`src/rtl/img_col_buf.sv`:
```
// Raster-to-column line buffer: emits {pad, row r, row r-1, row r-2} per accepted pixel once two rows are stored.
// Latency 1 cycle through a single output register; in_ready passes out_ready through, with no skid storage.
module img_col_buf #(
   parameter int IMG_W = 15,
   parameter int IMG_H = 16,
   parameter int K_H   = 3,
   parameter int DW    = 8
) (
   input  logic          clk,
   input  logic          rst,
   input  logic          clear,
   input  logic          in_valid,
   output logic          in_ready,
   input  logic [DW-1:0] in_data,
   output logic          out_valid,
   input  logic          out_ready,
   output logic [31:0]   out_word,
   output logic          out_first,
   output logic          out_last,
   output logic          frame_done
);

   localparam int COL_W = (IMG_W > 1) ? $clog2(IMG_W) : 1;
   localparam int ROW_W = (IMG_H > 1) ? $clog2(IMG_H) : 1;
   localparam int PAD_W = 32 - 3 * DW;

   localparam logic [COL_W-1:0] COL_LAST  = COL_W'(IMG_W - 1);
   localparam logic [ROW_W-1:0] ROW_LAST  = ROW_W'(IMG_H - 1);
   localparam logic [ROW_W-1:0] ROW_FIRST = ROW_W'(K_H - 1);

   generate
      if (K_H != 3) begin : g_kh_check
         $error("img_col_buf: K_H must be 3 for the 32-bit column packing");
      end
      if (PAD_W < 1) begin : g_dw_check
         $error("img_col_buf: three pixels of DW bits must fit below bit 32");
      end
   endgenerate

   logic [DW-1:0]    lb0 [IMG_W];
   logic [DW-1:0]    lb1 [IMG_W];
   logic [COL_W-1:0] col_cnt;
   logic [ROW_W-1:0] row_cnt;
   logic [DW-1:0]    lb0_rd;
   logic [DW-1:0]    lb1_rd;
   logic             accept;
   logic             col_wrap;
   logic             frame_end;
   logic             emit;

   assign in_ready  = !clear && (!out_valid || out_ready);
   assign accept    = in_valid && in_ready;
   assign col_wrap  = (col_cnt == COL_LAST);
   assign frame_end = col_wrap && (row_cnt == ROW_LAST);
   assign emit      = accept && (row_cnt >= ROW_FIRST);
   assign lb0_rd    = lb0[col_cnt];
   assign lb1_rd    = lb1[col_cnt];

   // Both line buffers shift down one row at the current column; contents survive reset.
   always_ff @(posedge clk) begin
      if (accept && !rst) begin
         lb0[col_cnt] <= lb1_rd;
         lb1[col_cnt] <= in_data;
      end
   end

   always_ff @(posedge clk) begin
      if (rst || clear) begin
         col_cnt <= '0;
         row_cnt <= '0;
      end else if (accept) begin
         if (col_wrap) begin
            col_cnt <= '0;
            row_cnt <= frame_end ? '0 : row_cnt + 1'b1;
         end else begin
            col_cnt <= col_cnt + 1'b1;
         end
      end
   end

   // out_word is not cleared by clear; out_valid low already marks it stale.
   always_ff @(posedge clk) begin
      if (rst) begin
         out_valid  <= 1'b0;
         out_word   <= '0;
         out_first  <= 1'b0;
         out_last   <= 1'b0;
         frame_done <= 1'b0;
      end else if (clear) begin
         out_valid  <= 1'b0;
         out_first  <= 1'b0;
         out_last   <= 1'b0;
         frame_done <= 1'b0;
      end else begin
         frame_done <= accept && frame_end;
         if (emit) begin
            out_valid <= 1'b1;
            out_word  <= {{PAD_W{1'b0}}, in_data, lb1_rd, lb0_rd};
            out_first <= (col_cnt == '0);
            out_last  <= frame_end;
         end else if (out_valid && out_ready) begin
            out_valid <= 1'b0;
         end
      end
   end

endmodule
```
`config.mk`:
```
export PLATFORM = sky130hd
export DESIGN_NAME = img_col_buf
export DESIGN_NICKNAME = d
export VERILOG_FILES = /design/src/rtl/img_col_buf.sv
export SDC_FILE = /design/constraint.sdc
export NUM_CORES = 1
export LEC_CHECK = 0
export CAP_MARGIN = 20
export CORE_AREA = 2 2 256 132
export CTS_CLUSTER_DIAMETER = 50
export CTS_CLUSTER_SIZE = 14
export DETAILED_ROUTE_END_ITERATION = 8
export DIE_AREA = 0 0 258 134
export DONT_BUFFER_PORTS = 1
export PLACE_DENSITY = 0.5
export SLEW_MARGIN = 10
export SYNTH_ARGS = -nofsm -noshare
export SYNTH_HDL_FRONTEND = slang
export SYNTH_SLANG_ARGS = --single-unit
export TNS_END_PERCENT = 5
```
`constraint.sdc`:
```
create_clock -name clk -period 3.6 [get_ports clk]
set_input_delay 0.18 -clock clk [delete_from_list [all_inputs] [get_ports clk]]
set_output_delay 0.18 -clock clk [all_outputs]
set_load 0.05 [all_outputs]
```
# Word-level counts from Yosys, hierarchy flattened
# Memories as Yosys holds them, arrays and structs flattened. A register that Yosys moved wholly into a read port is not among the register bits.
# Cells that the tools add are included.
# totals
elab_cells	40
in_bits	13
ram_bits	240
mem_count	2
register_bits	36
out_inout_bits	37
# classes
bitwise_logic	1
eq_ne	2
n_reduce_logical	17
n_lt_le_gt_ge	1
n_mux	8
addsub	2
# mem_list
memory	depth	word_bits	read_ports	rd_clocked_by_memory_dff	write_ports	line	rtl
lb0	15	8	1	1	1	40	logic [DW-1:0] lb0 [IMG_W];
lb1	15	8	1	1	1	41	logic [DW-1:0] lb1 [IMG_W];
# op_table
operator	n
4-bit two-way mux	4
4-bit by 1-bit adder with 4-bit output (second input constant)	2
4-bit == test (second input constant)	2
1-bit logical AND	7
4-bit by 2-bit >= comparator with 1-bit output (second input constant)	1
4-bit logical NOT	1
1-bit two-way mux	4
2-bit AND reduction	2
1-bit logical NOT	3
1-bit logical OR	2
2-bit nonzero test	1
2-bit OR reduction	1
1-bit inverter	1

# Longest topological paths before layout
# Gate-level depths: netlist of the first run.
# depth
ltp_word	7
mapped_depth	8

# Worst setup path after synthesis of the first run
# No wires, ideal clock.
# synth_path
kind	register -> register
start	register out_valid
end	memory lb0[0][0] (enable)
stages_incl_launch_ff	5
slack_ns	0.293
arrival_time_ns	2.877
path_cell_list	dfxtp_1 -> nor2b_1 -> or3_1 -> clkbuf_1 -> nor4_1
# synth_via
elab_chain_len	7
# synth_rtl
item	line	rtl
start: declaration	15	output logic out_valid,
start signal: assignment	84	out_valid <= 1'b0;
start signal: assignment	90	out_valid <= 1'b0;
start signal: assignment	97	out_valid <= 1'b1;
1-bit logical NOT	51	assign in_ready = !clear && (!out_valid || out_ready);
1-bit logical OR	51	
1-bit logical AND	51	
1-bit logical AND	52	assign accept = in_valid && in_ready;
1-bit logical AND	61	if (accept && !rst) begin
1-bit two-way mux	61	
1-bit two-way mux (not written as such)	62	lb0[col_cnt] <= lb1_rd;
end: declaration	40	
# Every way passes these cells.

# Final worst setup path of the first run
# layout_path
start	register out_valid
end	memory lb0[11][1] (enable)
# Same word-level chain as after synthesis.

==> results of run 1 <==
-- cell families after synthesis --
logic type	count (synthesis)	share of synthesized area [%]
adders and majority gates	2	0.231
other	1	0.0346
DFF	280	73.9
AOI/OAI and AO/OA	99	6.18
xor gates and xnor gates	2	0.162
buffers and inverters	51	2.57
muxes	81	11.2
and+or+nand+nor	127	5.69
-- per-stage QoR --
step           std cells  total power (W)  instance area (sq um)  hold WS (ns)
2_1_floorplan        650          0.00370                  10900         0.279
3_3_place_gp        1070          0.00373                  11400         0.256
3_5_place_dp        1071          0.00373                  11400         0.257
4_1_cts             1129          0.00625                  12300       0.00267
5_1_grt             1129          0.00638                  12300        0.0375
6_report            1131          0.00618                  12300        0.0254
-- worst min path at each step --
stage	startpoint	endpoint	slack, ns	cells past startpoint
after floorplan	in_data[0]	lb1[0][0]$_DFFE_PP_	0.28	0
after global placement	rst	out_word[17]$_SDFFE_PP0P_	0.26	1
after detailed placement	rst	out_word[20]$_SDFFE_PP0P_	0.26	1
after CTS	clear	out_first$_SDFFE_PP0P_	0.003	2
after global routing	clear	out_first$_SDFFE_PP0P_	0.04	2
final	clear	out_first$_SDFFE_PP0P_	0.03	2
-- area by class of cell --
cell class	instances	area share [%]
flip-flops and latches	280	65.0
multi-input cells	319	21.4
clock buffers	42	5.77
well taps	441	4.48
repair buffers	44	3.15
clock inverters	2	0.112
diodes	2	0.0406
inverters	1	0.0305
-- flip-flops by register name, summed over array words and instances (netlist names), named ones only --
name        count
lb0           120
row_cnt         4
out_last        1
out_word       24
col_cnt         4
out_valid       1
lb1           120
frame_done      1
out_first       1
-- placed cells by master, fill, tap and decap left out, types with 10 or more instances in the layout --
master,count
dfxtp_1,37
o21ai_0,10
clkbuf_16,26
buf_4,29
clkbuf_1,16
nand3_1,10
dlygate4sd3_1,13
mux4_2,32
nor2_1,28
a22oi_1,20
mux2i_1,43
a21oi_1,28
a311oi_1,16
nand2_1,38
edfxtp_1,240
-- metal layers --
metal / up-vias / share of wire (%) / wire length [um]
met5: - / 0.046 / 13
met4: 2 / 1.2 / 329
met3: 31 / 7.5 / 2150
met2: 197 / 40 / 11400
met1: 3070 / 51 / 14700
li1: 2571 / - / -
-- worst max-delay path: cells and delay by family, from the launching register on --
kind	cells	cell delay, ns
flops	1	0.49
simple gates	3	1.73
buf+inv	1	0.31
-- power by group through the flow --
| stage | sequential [W] | combinational, W | clock, W |
|---|---|---|---|
| after floorplan | 0.00359 | 0.000111 | 0 |
| after global placement | 0.00360 | 0.000132 | 0 |
| after detailed placement | 0.00360 | 0.000134 | 0 |
| after CTS | 0.00353 | 0.000180 | 0.00254 |
| after global routing | 0.00353 | 0.000192 | 0.00266 |
| final | 0.00353 | 0.000180 | 0.00247 |
-- what timing repair did --
| item | 4_1_cts | 5_1_grt |
|---|---|---|
| hold endpoints to repair | 146 | 0 |
| endpoints found under the setup margin | 0 | 0 |
| hold buffers | 14 | 0 |
| resized for setup | 0 | 0 |
==> run_results.csv, run 1 <==
group,metric,value,unit
global_routing,met3_usage,3.76,%
cells_and_area,drive_gt1_share,16.7,%
pwr,vdd_drop_max,0.284,mV
pwr,power_frac_clock,40.0,%
worst_setup_path,reg2reg_from,"out_valid$_SDFFE_PP0P_",
drt,viasPerCell,5.19,
global_routing,antenna_found_initial,4,
timing,maxSlewViolCount,0,
global_routing,top_usage_layer,"met1",
drt,dr.pass1.iters,8,
timing,setup_viol_count_final,0,
clock_network,cts_tree,"yes",
drt,drt-total-wl,28600,um
clock_network,cts_buffers,24,
pwr,power_density,501,nW/um^2
drt,drcViolationCount,0,
timing,finClkSkew,0.0167,ns
yosys,avgSynthCellArea,16.9,sq um
yosys,synth_top_area_share,66.5,%
yosys,netlist_area,10800,sq um
floorplan,die_y,134,um
global_routing,track_usage,16.8,%
cells_and_area,area_growth,13.7,%
floorplan,fp.dieW,258,um
timing,tightest_slew,1.02,ns
yosys,synth_area_leaders,"edfxtp_1 66%, dfxtp_1 7.4%, mux4_2 6.6%, mux2i_1 4.0%, a22oi_1 1.4%",
floorplan,start_util,33.4,%
yosys,ys_types,45,
global_routing,overflow,0,
job,drv_cap,0,
cells_and_area,post-route-util,38.0,%
global_routing,grt_start_max_net_pins,42,
place,place_congestion,0.796,
worst_setup_path,cp_max_fo,11,
worst_setup_path,crit_path_end,"lb0[11][1]$_DFFE_PP_",
place,hpwl,18400,um
timing,rsz0062_at_grt,"no",
pwr,cellInternalPower,0.00491,W
cells_and_area,fillers,2956,
yosys,synth_cells,643,
worst_setup_path,r2r_slack,0.77,ns
yosys,synthArstFlopShare,0,%
pwr,power_frac_seq,57.1,%
cells_and_area,fin_nets,685,
worst_setup_path,critPathSlowestCell,"nor3_2",
timing,tns,0,ns
yosys,yosysWarnings,0,
worst_setup_path,arrival,3.06,ns
global_routing,grt_use_met2,22.7,%
yosys,yosysSeqAreaShare,73.9,%
global_routing,grtUsageMet1,27.5,%
timing,post-route-min-period,2.83,ns
worst_setup_path,cp-start-kind,"flop",
pwr,p_sw,0.00127,W
yosys,dominantRegCellSynth,"edfxtp_1",
worst_setup_path,r2r-end,"lb0[11][1]$_DFFE_PP_",
floorplan,coreArea,32400,sq um
clock_network,cts.clk_slew.worst_paths,0.07,ns
pwr,power_leakage,3.74,nW
drt,wire_per_inst,25.3,um
global_routing,grt_pass1_vias,5859,
floorplan,pin_count,50,
worst_setup_path,critPathKind,"flop to flop",
global_routing,grt_first_pass_wirelength,41400,um
place,post-place-ws,0.781,ns
drt,drt_iter0_drc,650,
timing,fmax,354,MHz
cells_and_area,multi_input_area,2640,sq um
yosys,synth_seq_cells,280,
drt,ant_nets,0,
yosys,synth_commonest_cells,"240 x edfxtp_1, 43 x mux2i_1, 40 x dfxtp_1",
place,io_buffers,0,
floorplan,num_rows,47,
cells_and_area,seq_area,8010,sq um
yosys,yosysMostFrequentCell,"edfxtp_1",
worst_setup_path,crit_chain,"nor2b_1, or3_1, nor3_2, buf_4",
worst_setup_path,critPathLaunch,"out_valid$_SDFFE_PP0P_",
worst_setup_path,crit_path_end_kind,"flop",
drt,num_vias,5871,
timing,finalHoldViolCount,0,
clock_network,cts-root-buf,"clkbuf_16",
worst_setup_path,required,3.83,ns
clock_network,cts_sinks,280,
timing,maxSlewHeadroom,31.6,%
yosys,synth_edf_count,240,
worst_setup_path,cp_slowest_stage_delay,0.81,ns
floorplan,design.die.area,34600,sq um
clock_network,postCtsSetupBuffers,0,
clock_network,clk_latency,0.53,ns
worst_setup_path,ff2ff_path_depth,4,
pwr,switching_share,20.5,%
pwr,power_frac_comb,2.9,%
min_path,min_path_type,"input port to flop",
yosys,synth_top_area_cell,"edfxtp_1",
status,outcome,"completed",
timing,setup_ws,0.775,ns
timing,fin_crit_sh,78.5,%
clock_network,clockBufferDepth,3,
clock_network,htree_levels,1,
Note: power is estimated with default switching activity, not from simulation.
==> inputs of run 2 (changes only) <==
==> constraint.sdc (replaced) <==
create_clock -name clk -period 2.6 [get_ports clk]
set_input_delay 0.13 -clock clk [delete_from_list [all_inputs] [get_ports clk]]
set_output_delay 0.13 -clock clk [all_outputs]
set_load 0.05 [all_outputs]
==> run 2 against run 1 <==
Die area stayed put. Power increased by 36%. Sequential power increased by 38%. Routed wire length increased by 4.7%. Maximum frequency up 20%. Utilization is 0.76 points higher. Via count increased by 2.1%. Clock skew down 0.0077 ns. Sequential share of layout area is 1.3 points lower. Design area grew 2.0%. Clock-buffer cell count fell by 1. Highest routed layer unchanged. Worst setup slack lost 0.54 ns.
==> run_results.csv, run 2 (synthesis results as in run 1) <==
group,metric,value,unit
min_path,min_from,"out_ready",
worst_setup_path,cp-start-kind,"flop",
timing,rsz0062_at_grt,"no",
min_path,min_path_type,"input port to flop",
global_routing,grt_pass1_vias,5878,
worst_setup_path,reg2reg_from,"row_cnt[0]$_SDFFE_PP0P_",
global_routing,overflow,0,
timing,finalHoldViolCount,0,
worst_setup_path,critPathKind,"flop to flop",
drt,drcViolationCount,0,
clock_network,postCtsSetupBuffers,0,
clock_network,cts-root-buf,"clkbuf_16",
timing,tightest_slew,0.844,ns
clock_network,clk_latency,0.53,ns
drt,drt-total-wl,29900,um
drt,viasPerCell,5.20,
timing,maxSlewHeadroom,43.6,%
worst_setup_path,cp_slowest_stage_delay,0.57,ns
worst_setup_path,r2r-end,"out_word[22]$_SDFFE_PP0P_",
pwr,power_density,667,nW/um^2
cells_and_area,reg_top3,"lb0: 120 flops, lb1: 120 flops, out_word: 24 flops",
worst_setup_path,cp_max_fo,14,
place,dp.cells,1092,
worst_setup_path,arrival,2.83,ns
floorplan,num_rows,47,
clock_network,cts_sinks,280,
status,outcome,"completed",
cells_and_area,stdcell_count,1153,
global_routing,track_usage,17.5,%
min_path,whs_endpoint,"col_cnt[1]$_SDFFE_PP0P_",
floorplan,start_util,33.4,%
timing,fmax,424,MHz
worst_setup_path,r2r_slack,0.24,ns
timing,setup_viol_count_final,0,
global_routing,grt_first_pass_wirelength,42900,um
cells_and_area,area_growth,16.0,%
place,io_buffers,0,
timing,fin_hold_ws,0.0457,ns
timing,post-route-min-period,2.36,ns
clock_network,cts_tree,"yes",
drt,dr.pass1.iters,5,
min_path,min_path_cells,3,
clock_network,htree_levels,1,
timing,maxSlewViolCount,0,
cells_and_area,final_common_cell,"edfxtp_1",
worst_setup_path,critPathLaunch,"row_cnt[0]$_SDFFE_PP0P_",
timing,finClkSkew,0.00904,ns
drt,num_vias,5993,
worst_setup_path,crit_chain,"inv_1, ha_1, or4_1, nand3_2, nand2_1, a21oi_1, dlygate4sd3_1",
pwr,power_leakage,3.85,nW
drt,drt_iter0_drc,715,
worst_setup_path,critPathSlowestCell,"dlygate4sd3_1",
cells_and_area,layout_common_cells,"240 x edfxtp_1, 43 x mux2i_1, 42 x buf_4",
cells_and_area,seq_area,8010,sq um
cells_and_area,fin_nets,708,
drt,wire_per_inst,25.9,um
worst_setup_path,ff2ff_path_depth,7,
drt,ant_nets,0,
clock_network,cts.clk_slew.worst_paths,0.07,ns
worst_setup_path,path_buf_inv,2,
cells_and_area,post-route-util,38.8,%
clock_network,cts_buffers,23,
place,hpwl,19900,um
timing,fin_crit_sh,90.8,%
job,drv_cap,0,
global_routing,antenna_found_initial,4,
floorplan,pin_count,50,
worst_setup_path,cp_top_family,"simple AND/OR/NAND/NOR gates",
floorplan,die_y,134,um
pwr,vdd_drop_max,0.404,mV
cells_and_area,drive_gt1_share,18.7,%
global_routing,grt_start_max_net_pins,41,
worst_setup_path,crit_path_end_kind,"flop",
cells_and_area,fillers,2955,
clock_network,clockBufferDepth,3,
floorplan,coreArea,32400,sq um
cells_and_area,multi_input_area,2670,sq um
floorplan,design.die.area,34600,sq um
worst_setup_path,required,3.07,ns
place,place_congestion,0.858,
floorplan,fp.dieW,258,um
==> run 2: stage by stage <==
| step | TNS [ns] | instance area (sq um) | total power, W | setup WS (ns) |
|---|---|---|---|---|
| 5_1_grt | 0 | 12600 | 0.00865 | 0.0292 |
| 4_1_cts | 0 | 12600 | 0.00845 | 0.0425 |
| 3_3_place_gp | 0 | 11700 | 0.00517 | 0.383 |
| 2_1_floorplan | -35.80 | 10900 | 0.00513 | -0.275 |
| 6_report | 0 | 12600 | 0.00838 | 0.239 |
| 3_5_place_dp | 0 | 11700 | 0.00517 | 0.297 |
==> run 2: area by class of cell <==
type | instances | share of cell area (%)
repair buffers | 68 | 5.38
multi-input cells | 319 | 21.2
clock inverters | 1 | 0.0697
inverters | 1 | 0.0299
well taps | 441 | 4.39
diodes | 2 | 0.0398
clock buffers | 41 | 5.12
flip-flops and latches | 280 | 63.7
==> run 2: where the power goes <==
part / leakage [nW] / internal (W) / switching (W)
Combinational: 1.06 / 0.0000820 / 0.000175
Clock: 0.309 / 0.00167 / 0.00157
Sequential: 2.48 / 0.00487 / 0.00000549
==> run 2: worst max-delay path by stage <==
stage	cells past startpoint	endpoint	slack (ns)
2_1_floorplan	4	lb0[1][0]$_DFFE_PP_	-0.27
3_3_place_gp	4	lb0[8][6]$_DFFE_PP_	0.38
3_5_place_dp	4	lb0[14][6]$_DFFE_PP_	0.30
4_1_cts	7	out_word[22]$_SDFFE_PP0P_	0.04
5_1_grt	7	out_word[22]$_SDFFE_PP0P_	0.03
6_report	7	out_word[22]$_SDFFE_PP0P_	0.24
==> run 2: what timing repair did <==
action                                 4_1_cts  5_1_grt
resized for setup                            0        1
setup endpoints to repair                    0        5
hold buffers                                17        0
endpoints found under the hold margin      173        0
==> run 2: metal layers <==
| metal | vias to the layer above | GRT usage (%) | part of all wire (%) | wire length, um |
|---|---|---|---|---|
| li1 | 2624 | - | - | - |
| met1 | 3143 | 28.5 | 51 | 15400 |
| met2 | 192 | 23.0 | 39 | 11700 |
| met3 | 30 | 5.01 | 8.2 | 2450 |
| met4 | 4 | 2.63 | 1.3 | 400 |
| met5 | - | 0 | 0.090 | 27 |
==> run 2: worst register-to-register path: cells and delay by family, from the launching register on <==
family / cells / cell delay, ns
compound gates: 1 / 0.19
simple gates: 3 / 0.89
flops: 1 / 0.40
fa+ha+maj: 1 / 0.19
buf+inv: 2 / 0.63
==> inputs of run 3 (changes only) <==
--- a/config.mk
+++ b/config.mk
@@ -6,13 +6,15 @@
 export NUM_CORES = 1
 export LEC_CHECK = 0
 export CAP_MARGIN = 20
+export CELL_PAD_IN_SITES_DETAIL_PLACEMENT = 1
+export CELL_PAD_IN_SITES_GLOBAL_PLACEMENT = 1
 export CORE_AREA = 2 2 256 132
 export CTS_CLUSTER_DIAMETER = 50
 export CTS_CLUSTER_SIZE = 14
 export DETAILED_ROUTE_END_ITERATION = 8
 export DIE_AREA = 0 0 258 134
 export DONT_BUFFER_PORTS = 1
-export PLACE_DENSITY = 0.5
+export PLACE_DENSITY = 0.56
 export SLEW_MARGIN = 10
 export SYNTH_ARGS = -nofsm -noshare
 export SYNTH_HDL_FRONTEND = slang
==> run 3 against run 2 <==
First-iteration DRC count fell by 25%. Cell count is 0.52% lower. Worst setup slack got worse by 0.12 ns.
==> run_results.csv, run 3 (synthesis results as in run 1) <==
group,metric,value,unit
cells_and_area,fin_nets,701,
drt,drt_iter0_drc,538,
timing,tightest_slew,0.843,ns
worst_setup_path,critPathLaunch,"row_cnt[0]$_SDFFE_PP0P_",
pwr,vdd_drop_max,0.403,mV
job,drv_cap,0,
clock_network,cts_sinks,280,
place,place_congestion,0.755,
timing,rsz0062_at_grt,"no",
floorplan,die_y,134,um
drt,ant_nets,0,
timing,maxSlewViolCount,0,
place,io_buffers,0,
global_routing,antenna_found_initial,5,
global_routing,grt_start_max_net_pins,49,
global_routing,track_usage,18.1,%
global_routing,grt_first_pass_wirelength,44600,um
worst_setup_path,required,3.02,ns
floorplan,fp.dieW,258,um
drt,drcViolationCount,0,
worst_setup_path,cp-start-kind,"flop",
floorplan,start_util,33.4,%
worst_setup_path,reg2reg_from,"row_cnt[0]$_SDFFE_PP0P_",
drt,dr.pass1.iters,4,
floorplan,num_rows,47,
drt,viasPerCell,5.25,
cells_and_area,reg_top3,"lb0: 120 flops, lb1: 120 flops, out_word: 24 flops",
drt,drt-total-wl,30700,um
worst_setup_path,crit_path_end_kind,"flop",
timing,fmax,403,MHz
timing,finClkSkew,0.0169,ns
worst_setup_path,cp_slowest_stage_delay,0.56,ns
pwr,finalPower,0.00863,W
floorplan,pin_count,50,
worst_setup_path,cp_max_fo,34,
worst_setup_path,critPathSlowestCell,"dlygate4sd3_1",
min_path,min_path_type,"input port to flop",
cells_and_area,area_growth,15.8,%
timing,fin_hold_ws,0.0360,ns
worst_setup_path,critPathKind,"flop to flop",
cells_and_area,drive_gt1_share,18.3,%
timing,fin_crit_sh,95.5,%
worst_setup_path,r2r_slack,0.12,ns
status,outcome,"completed",
timing,tns,0,ns
clock_network,cts.clk_slew.worst_paths,0.07,ns
cells_and_area,layout_common_cells,"240 x edfxtp_1, 43 x mux2i_1, 38 x nand2_1",
min_path,min_from,"rst",
clock_network,cts_tree,"yes",
drt,num_vias,6021,
clock_network,cts-root-buf,"clkbuf_16",
global_routing,grt_pass1_vias,6216,
cells_and_area,final_common_cell,"edfxtp_1",
global_routing,overflow,0,
pwr,power_leakage,3.85,nW
timing,setup_ws,0.117,ns
timing,post-route-min-period,2.48,ns
worst_setup_path,arrival,2.90,ns
clock_network,cts_buffers,24,
floorplan,coreArea,32400,sq um
clock_network,htree_levels,1,
pwr,power_density,688,nW/um^2
place,post-place-ws,0.111,ns
place,hpwl,19200,um
timing,maxSlewHeadroom,43.6,%
worst_setup_path,crit_chain,"inv_1, ha_1, or4_1, and3_2, buf_12, nand2_1, a21oi_1, dlygate4sd3_1",
floorplan,design.die.area,34600,sq um
timing,setup_viol_count_final,0,
clock_network,clk_latency,0.54,ns
timing,finalHoldViolCount,0,
drt,wire_per_inst,26.8,um
clock_network,clockBufferDepth,3,
==> run 3: cell type report <==
| cell class | instances | area [sq um] |
|---|---|---|
| fill | 3198 | 19900 |
| clock inverter | 2 | 38.8 |
| timing repair buffer | 60 | 561 |
| clock buffer | 42 | 699 |
| tap | 441 | 552 |
| inverter | 1 | 3.75 |
| sequential | 280 | 8020 |
| multi-input combinational | 319 | 2670 |
| antenna | 2 | 5.00 |
==> run 3: path summary, 6_finish.rpt <==
kind                                             endpoint  cells after the start
worst max-delay path            out_word[20]$_SDFFE_PP0P_                      8
worst min-delay path              col_cnt[1]$_SDFFE_PP0P_                      2
worst max register to register  out_word[20]$_SDFFE_PP0P_                      8
worst min register to register    row_cnt[3]$_SDFFE_PP0P_                      2
==> run 3: timing repair <==
action / CTS / global route
endpoints found under the setup margin: 0 / 86
buffers inserted: 0 / 0
hold buffers: 20 / 0
resized for setup: 0 / 5
endpoints found under the hold margin: 154 / 0
==> run 3: through the flow <==
stage,area [sq um],instances,utilization [%]
CTS,12500,1145,38.7
global placement,11600,1081,35.7
global route,12500,1145,38.7
detailed placement,11600,1081,35.7
floorplan,10900,650,-
finish,12500,1147,38.7
==> run 3: critical path: cells and delay by family (launching register included) <==
kind                     cells  cell delay [ns]
AO/OA/AOI/OAI                1             0.08
adder cells (fa/ha/maj)      1             0.18
buffers and inverters        3             0.80
flip-flops                   1             0.36
AND/OR/NAND/NOR              3             0.91
==> run 3: power by group <==
group          total (W)  leakage, nW  internal (W)  switching, W
combinational   0.000242         1.01     0.0000782      0.000164
sequential       0.00488         2.48       0.00487     0.0000109
clock            0.00351        0.353       0.00192       0.00158
total            0.00863         3.85       0.00688       0.00176
==> run 3: layer usage <==
layer / global-route usage, % / wire length [um]
met5: 0 / 0
met4: 3.31 / 476
met3: 4.18 / 2110
met2: 25.5 / 12700
met1: 28.3 / 15400
